`config.mk`:
```
export PLATFORM = sky130hd
export DESIGN_NAME = cosine_job_sequencer
export DESIGN_NICKNAME = d
export VERILOG_FILES = /design/src/rtl/cosine_job_sequencer.sv
export SDC_FILE = /design/constraint.sdc
export NUM_CORES = 1
export LEC_CHECK = 0
export ABC_AREA = 0
export CELL_PAD_IN_SITES_DETAIL_PLACEMENT = 1
export CELL_PAD_IN_SITES_GLOBAL_PLACEMENT = 1
export CORE_ASPECT_RATIO = 0.7
export CORE_MARGIN = 2
export CORE_UTILIZATION = 32
export CTS_CLUSTER_SIZE = 8
export DETAILED_ROUTE_END_ITERATION = 7
export PLACE_DENSITY = 0.62
export SYNTH_ARGS = -nofsm -noshare
export SYNTH_HDL_FRONTEND = slang
export SYNTH_SLANG_ARGS = --single-unit
```
`constraint.sdc`:
```
create_clock -name clk -period 7.3 [get_ports clk]
set_clock_uncertainty 0.15 [all_clocks]
set_input_delay 1.46 -clock clk [delete_from_list [all_inputs] [get_ports clk]]
set_output_delay 1.46 -clock clk [all_outputs]
set_load 0.1 [all_outputs]
```
`src/rtl/cosine_job_sequencer.sv`:
```
// cosine_job_sequencer: queues (v, x) jobs from a host, runs each one on the
// cosine/distance engine with a clear/start/done handshake, and returns the
// tagged distance through a one-entry result register.
// Optional build macro: COS_SEQ_TIMEOUT_EN adds a WAIT watchdog that turns a
// job whose done never rises into an error result (res_err=1, distance=0).
module cosine_job_sequencer #(
    parameter int DEPTH   = 4,
    parameter int TIMEOUT = 64
) (
    input  logic               clk,
    input  logic               rst,
    input  logic               job_valid,
    output logic               job_ready,
    input  logic signed [15:0] job_v,
    input  logic signed [15:0] job_x,
    output logic               eng_rst,
    output logic               eng_start,
    output logic signed [15:0] eng_v,
    output logic signed [15:0] eng_x,
    input  logic               eng_done,
    input  logic signed [15:0] eng_distance,
    output logic               res_valid,
    input  logic               res_ready,
    output logic signed [15:0] res_distance,
    output logic [3:0]         res_tag,
    output logic               res_err,
    output logic               busy
);
    localparam int AW = (DEPTH > 1) ? $clog2(DEPTH) : 1;
    localparam logic [AW-1:0] PTR_ONE  = 1;
    localparam logic [AW:0]   CNT_ONE  = 1;
    localparam logic [AW:0]   CNT_FULL = (AW+1)'(DEPTH);

    typedef enum logic [2:0] {
        IDLE   = 3'd0,
        CLEAR  = 3'd1,
        LAUNCH = 3'd2,
        WAIT   = 3'd3,
        STORE  = 3'd4
    } state_t;

    state_t             state;
    state_t             state_next;
    logic signed [15:0] fifo_v [DEPTH];
    logic signed [15:0] fifo_x [DEPTH];
    logic [AW-1:0]      wr_ptr;
    logic [AW-1:0]      rd_ptr;
    logic [AW:0]        count;
    logic               full;
    logic               empty;
    logic               push;
    logic               pop;
    logic               done_q;
    logic               done_rise;
    logic               timeout_hit;
    logic               store_fire;
    logic signed [15:0] hold_distance;
    logic [3:0]         tag;

    assign full      = (count == CNT_FULL);
    assign empty     = (count == '0);
    assign job_ready = !full;
    assign push      = job_valid && !full;
    assign done_rise = eng_done && !done_q;
    assign eng_rst   = rst || (state == CLEAR);
    assign eng_start = (state == LAUNCH);
    assign busy      = (state != IDLE) || !empty;

    // Job storage; contents are meaningless once the pointers say empty.
    always_ff @(posedge clk) begin
        if (push) begin
            fifo_v[wr_ptr] <= job_v;
            fifo_x[wr_ptr] <= job_x;
        end
    end

    // FIFO pointers and occupancy; a pop never frees room for a same-cycle push.
    always_ff @(posedge clk or posedge rst) begin
        if (rst) begin
            wr_ptr <= '0;
            rd_ptr <= '0;
            count  <= '0;
        end else begin
            if (push) wr_ptr <= wr_ptr + PTR_ONE;
            if (pop)  rd_ptr <= rd_ptr + PTR_ONE;
            if (push && !pop)
                count <= count + CNT_ONE;
            else if (pop && !push)
                count <= count - CNT_ONE;
        end
    end

    // Sequencer state register.
    always_ff @(posedge clk or posedge rst) begin
        if (rst) state <= IDLE;
        else     state <= state_next;
    end

    // Next-state logic plus the pop and result-load strobes.
    always_comb begin
        state_next = state;
        pop        = 1'b0;
        store_fire = 1'b0;
        case (state)
            IDLE: begin
                if (!empty) begin
                    pop        = 1'b1;
                    state_next = CLEAR;
                end
            end
            CLEAR:  state_next = LAUNCH;
            LAUNCH: state_next = WAIT;
            WAIT: begin
                if (done_rise || timeout_hit) state_next = STORE;
            end
            STORE: begin
                if (!res_valid || res_ready) begin
                    store_fire = 1'b1;
                    state_next = IDLE;
                end
            end
            default: state_next = IDLE;
        endcase
    end

    // Operands stay put from the pop until the next job is popped.
    always_ff @(posedge clk or posedge rst) begin
        if (rst) begin
            eng_v <= '0;
            eng_x <= '0;
        end else if (pop) begin
            eng_v <= fifo_v[rd_ptr];
            eng_x <= fifo_x[rd_ptr];
        end
    end

    // Delayed copy of done so only a rising edge inside WAIT completes a job.
    always_ff @(posedge clk or posedge rst) begin
        if (rst) done_q <= 1'b0;
        else     done_q <= eng_done;
    end

    // Hold register: engine distance on done, zero on a watchdog expiry.
    always_ff @(posedge clk or posedge rst) begin
        if (rst) begin
            hold_distance <= '0;
        end else if (state == WAIT) begin
            if (done_rise)        hold_distance <= eng_distance;
            else if (timeout_hit) hold_distance <= '0;
        end
    end

`ifdef COS_SEQ_TIMEOUT_EN
    logic [7:0] wait_cnt;
    logic       hold_err;

    assign timeout_hit = (state == WAIT) && !done_rise && (wait_cnt == 8'(TIMEOUT - 1));

    // Watchdog: cleared at launch, counts every WAIT cycle.
    always_ff @(posedge clk or posedge rst) begin
        if (rst)                  wait_cnt <= '0;
        else if (state == LAUNCH) wait_cnt <= '0;
        else if (state == WAIT)   wait_cnt <= wait_cnt + 8'd1;
    end

    // Error flag travels with the held distance into the result register.
    always_ff @(posedge clk or posedge rst) begin
        if (rst) begin
            hold_err <= 1'b0;
            res_err  <= 1'b0;
        end else begin
            if (state == WAIT) begin
                if (done_rise)        hold_err <= 1'b0;
                else if (timeout_hit) hold_err <= 1'b1;
            end
            if (store_fire) res_err <= hold_err;
        end
    end
`else
    assign timeout_hit = 1'b0;
    assign res_err     = 1'b0;
`endif

    // Result register: loads when empty or being drained in the same cycle.
    always_ff @(posedge clk or posedge rst) begin
        if (rst) begin
            res_valid    <= 1'b0;
            res_distance <= '0;
            res_tag      <= '0;
            tag          <= '0;
        end else begin
            if (store_fire) begin
                res_valid    <= 1'b1;
                res_distance <= hold_distance;
                res_tag      <= tag;
                tag          <= tag + 4'd1;
            end else if (res_ready) begin
                res_valid <= 1'b0;
            end
        end
    end

endmodule
```
# Yosys cells after proc, flatten, opt, wreduce, memory -nomap -nowiden
# Memory sizes are Yosys's and may differ from the RTL's. A register that Yosys moved wholly into a read port is not among the register bits.
# Cells that the tools add are included.
[totals]
inputBits = 53
mem_bits_rw = 128
output_inout_bits = 58
n_memories = 2
reg_bits = 52
[op_classes]
n_addsub = 5
eq_ne = 8
muxes = 14
n_reduce_logical = 20
[memory_table]
columns = ["name", "depth", "word_bits", "rd", "rd_clocked_by_memory_dff", "wr", "line_no", "text"]
rows = [
  ["fifo_v", 4, 16, 1, 1, 1, "44", "logic signed [15:0] fifo_v [DEPTH];"],
  ["fifo_x", 4, 16, 1, 1, 1, "45", "logic signed [15:0] fifo_x [DEPTH];"],
]
[ops]
columns = ["cell", "count"]
rows = [
  ["two-way mux 3 bit", 5],
  ["case mux 3 bit (5 select lines)", 1],
  ["two-way mux 1 bit", 8],
  ["== test 3 x 2 -> 1 bit (second input constant)", 2],
  ["== test 3 bit (second input constant)", 2],
  ["zero test 1 bit", 6],
  ["zero test 3 bit", 2],
  ["inequality test 2 bit (second input constant)", 3],
  ["adder 2 x 1 -> 2 bit (second input constant)", 2],
  ["adder 4 x 1 -> 4 bit (second input constant)", 1],
  ["logical AND 1 bit", 4],
  ["nonzero test 2 bit", 2],
  ["adder 3 x 1 -> 3 bit (second input constant)", 1],
  ["== test 3 x 1 -> 1 bit (second input constant)", 1],
  ["logical OR 1 bit", 3],
  ["AND reduction 3 bit", 1],
  ["nonzero test 3 bit", 1],
  ["subtractor 3 x 1 -> 3 bit (second input constant)", 1],
  ["AND reduction 2 bit", 1],
]

# Depth between registers and ports, before layout
[depth]
word_depth = 7
depth_mapped = 9

# Worst setup path after synthesis
# OpenSTA, ideal clock, no wires.
[synth_path]
path_type = "input-to-output"
startpoint = "input port rst"
endpoint = "output port eng_rst"
t_arrival_ns = 4.866
path_stages = 2
setup_slack_ns = 0.824
required_time_ns = 5.690
path_cell_list = "inv_1 -> o31ai_1"
[synth_via]
elab_chain_len = 1
[synth_lines]
columns = ["element", "line_no", "text"]
rows = [
  ["start, declared", "11", "input logic rst,"],
  ["logical OR 1 bit", "65", "assign eng_rst = rst || (state == CLEAR);"],
  ["end, declared", "16", "output logic eng_rst,"],
]
# No other way between the ends.

# Worst setup path in the final report
# Ends and elaborated chain as after synthesis.

==> flow_metrics.env <==
export IMPL_drt_iter0_drc=219
export IMPL_synth_edff_count=128
export IMPL_multiInputGateArea_um2=1894
export IMPL_io_buffers=109
export IMPL_fin_crit_sh=0.6917
export IMPL_dieArea_um2=26360
export IMPL_postCtsSetupBuffers=0
export IMPL_rows=48
export IMPL_relSlewSlack=0.2096
export IMPL_async_flop_share=0.3962
export IMPL_grt_pass1_vias=4413
export IMPL_core_um2=24620
export IMPL_outcome="completed"
export IMPL_max_cap_violations=0
export IMPL_drt_pre_antenna_iters=4
export IMPL_syn_avg_cell_area_um2=20.83
export IMPL_insertion_delay_ns=0.52
export IMPL_place_hpwl_um=9570
export IMPL_slew_viol_final=0
export IMPL_rsz0062_at_grt="false"
export IMPL_stdcell_area_um2=10270
export IMPL_hold_buffers=0
export IMPL_place_area_um2=9384
export IMPL_synth_ff_type="edfxtp_1"
export IMPL_routedWlPerCell_um=18.76
export IMPL_crit_type="in2out"
export IMPL_htree_levels=1
export IMPL_finalSetupTns_ns=0
export IMPL_clockBufferDepth=3
export IMPL_cts_resized=0
export IMPL_final_common_cell="edfxtp_1"
export IMPL_hold_viol=0
export IMPL_fill_cells=2400
export IMPL_dr_total_vias=3934
export IMPL_drive_above_1_share=0.2547
export IMPL_grt_pass1_wl_um=25500
export IMPL_grt_max_degree=58
export IMPL_die_x_um=193.2
export IMPL_start_util=0.3257
export IMPL_synth_fp_nets=445
export IMPL_ys_warn_count=0
export IMPL_ys_ff_latch=212
export IMPL_cts_tree="yes"
export IMPL_grt_overflow_total=0
export IMPL_diodes=0
export IMPL_numCtsBuffers=30
export IMPL_clockRootBuffer="clkbuf_16"
export IMPL_die_height_um=136.4
export IMPL_via_per_inst=4.580
export IMPL_drc=0
export IMPL_yosysSeqAreaShare=0.7415
export IMPL_ant_nets=0
export IMPL_mostFrequentLayoutCells="edfxtp_1 (128), clkdlybuf4s50_1 (109), dfrtp_1 (82)"
export IMPL_synthToLayoutAreaGrowth_pct=28.04
export IMPL_ios=111
export IMPL_hp_class="reg2reg"
export IMPL_seqCellArea_um2=5948
export IMPL_tightest_slew_ns=1.182
export IMPL_max_freq_ghz=0.1981
export IMPL_antenna_found_initial=0
export IMPL_critPathLaunchType="input pin"
export IMPL_crit_path_end_kind="output pin"
export IMPL_routed_wirelength_um=16110
export IMPL_worstPathArrival_ns=3.44
export IMPL_fin_crit_ns=5.049
export IMPL_place_gp_congestion=0.6719
export IMPL_critPathRequiredTime_ns=5.69
export IMPL_path_clk_slew_ns=0.05
export IMPL_synth_cells=385
export IMPL_crit_fanout=29
export IMPL_grt_usage=0.1250
export IMPL_ys_types=37
export IMPL_setup_viol=0
export IMPL_nNetsFinal=572
export IMPL_cts_sinks=212
export IMPL_syn_cell_area_um2=8019
[synth_stat cells, drive strengths merged (4+ instances only)]
master	n	area [µm²]
buf	15	153.9
nand2	4	17.52
mux2	71	799.5
mux4	32	724.4
dfrtp	84	2102
edfxtp	128	3844
inv	7	26.28
nor2	4	25.03
and2	4	25.02
ha	6	75.07
xnor2	7	61.31
[critical path, cell delays in order]
cell and delay (ns):
clkdlybuf4s50_1 0.51, inv_4 0.17, o31ai_1 0.12, clkdlybuf4s50_1 1.17
[through the flow]
step | hold WS, ns | setup slack [ns] | util | cells
detailed placement | 0.3225 | 2.201 | 0.3811 | 805
finish | 0.3350 | 2.251 | 0.4170 | 859
global placement | 0.3124 | 2.207 | 0.3811 | 805
CTS | 0.3396 | 2.203 | 0.4170 | 859
global route | 0.3522 | 2.163 | 0.4170 | 859
floorplan | 0.2918 | 0.8237 | - | 385
[layout make-up]
class	count	area share
Sequential cell	212	0.5793
Multi-Input combinational cell	150	0.1845
Timing Repair Buffer	111	0.1077
Clock buffer	54	0.08603
Tap cell	325	0.03961
Inverter	7	0.002803
[worst paths after layout]
path / start / end / slack, ns / cells past startpoint
max in group asynchronous: rst / rd_ptr[1] / 4.70 / 3
max: rst / eng_rst / 2.25 / 4
min in group asynchronous: rst / hold_distance[12] / 1.15 / 2
min: hold_distance[12] / hold_distance[12] / 0.34 / 1
min reg2reg: hold_distance[12] / hold_distance[12] / 0.34 / 1
max reg2reg: count[0] / count[2] / 4.30 / 8
[cells by family (layout without fill, tap and decap cells)]
group | after synthesis | count (layout) | share of synthesized area
other | 1 | 1 | 0.0004676
muxes | 103 | 103 | 0.1900
and+or+nand+nor | 24 | 24 | 0.01888
adders and majority gates | 7 | 7 | 0.01186
xor gates and xnor gates | 9 | 9 | 0.009830
buffers and inverters | 23 | 172 | 0.02294
DFF | 212 | 212 | 0.7415
AOI/OAI and AO/OA | 6 | 6 | 0.004526
[layer usage]
metal | part of all wire | global-route usage
met5 | 0 | 0
met3 | 0.044 | 0.02853
met2 | 0.49 | 0.2054
met1 | 0.46 | 0.1680
met4 | 0.013 | 0.03435
[registers in the layout, indices dropped and copies added (netlist names), 3 cells and up]
register	flops
state	3
tag	4
fifo_x	64
res_tag	4
eng_x	16
res_distance	16
eng_v	16
hold_distance	16
count	3
fifo_v	64
Power is left out: the tool's default activity adds up to more than one toggle a clock period on the data nets, which glitch-free logic cannot reach.
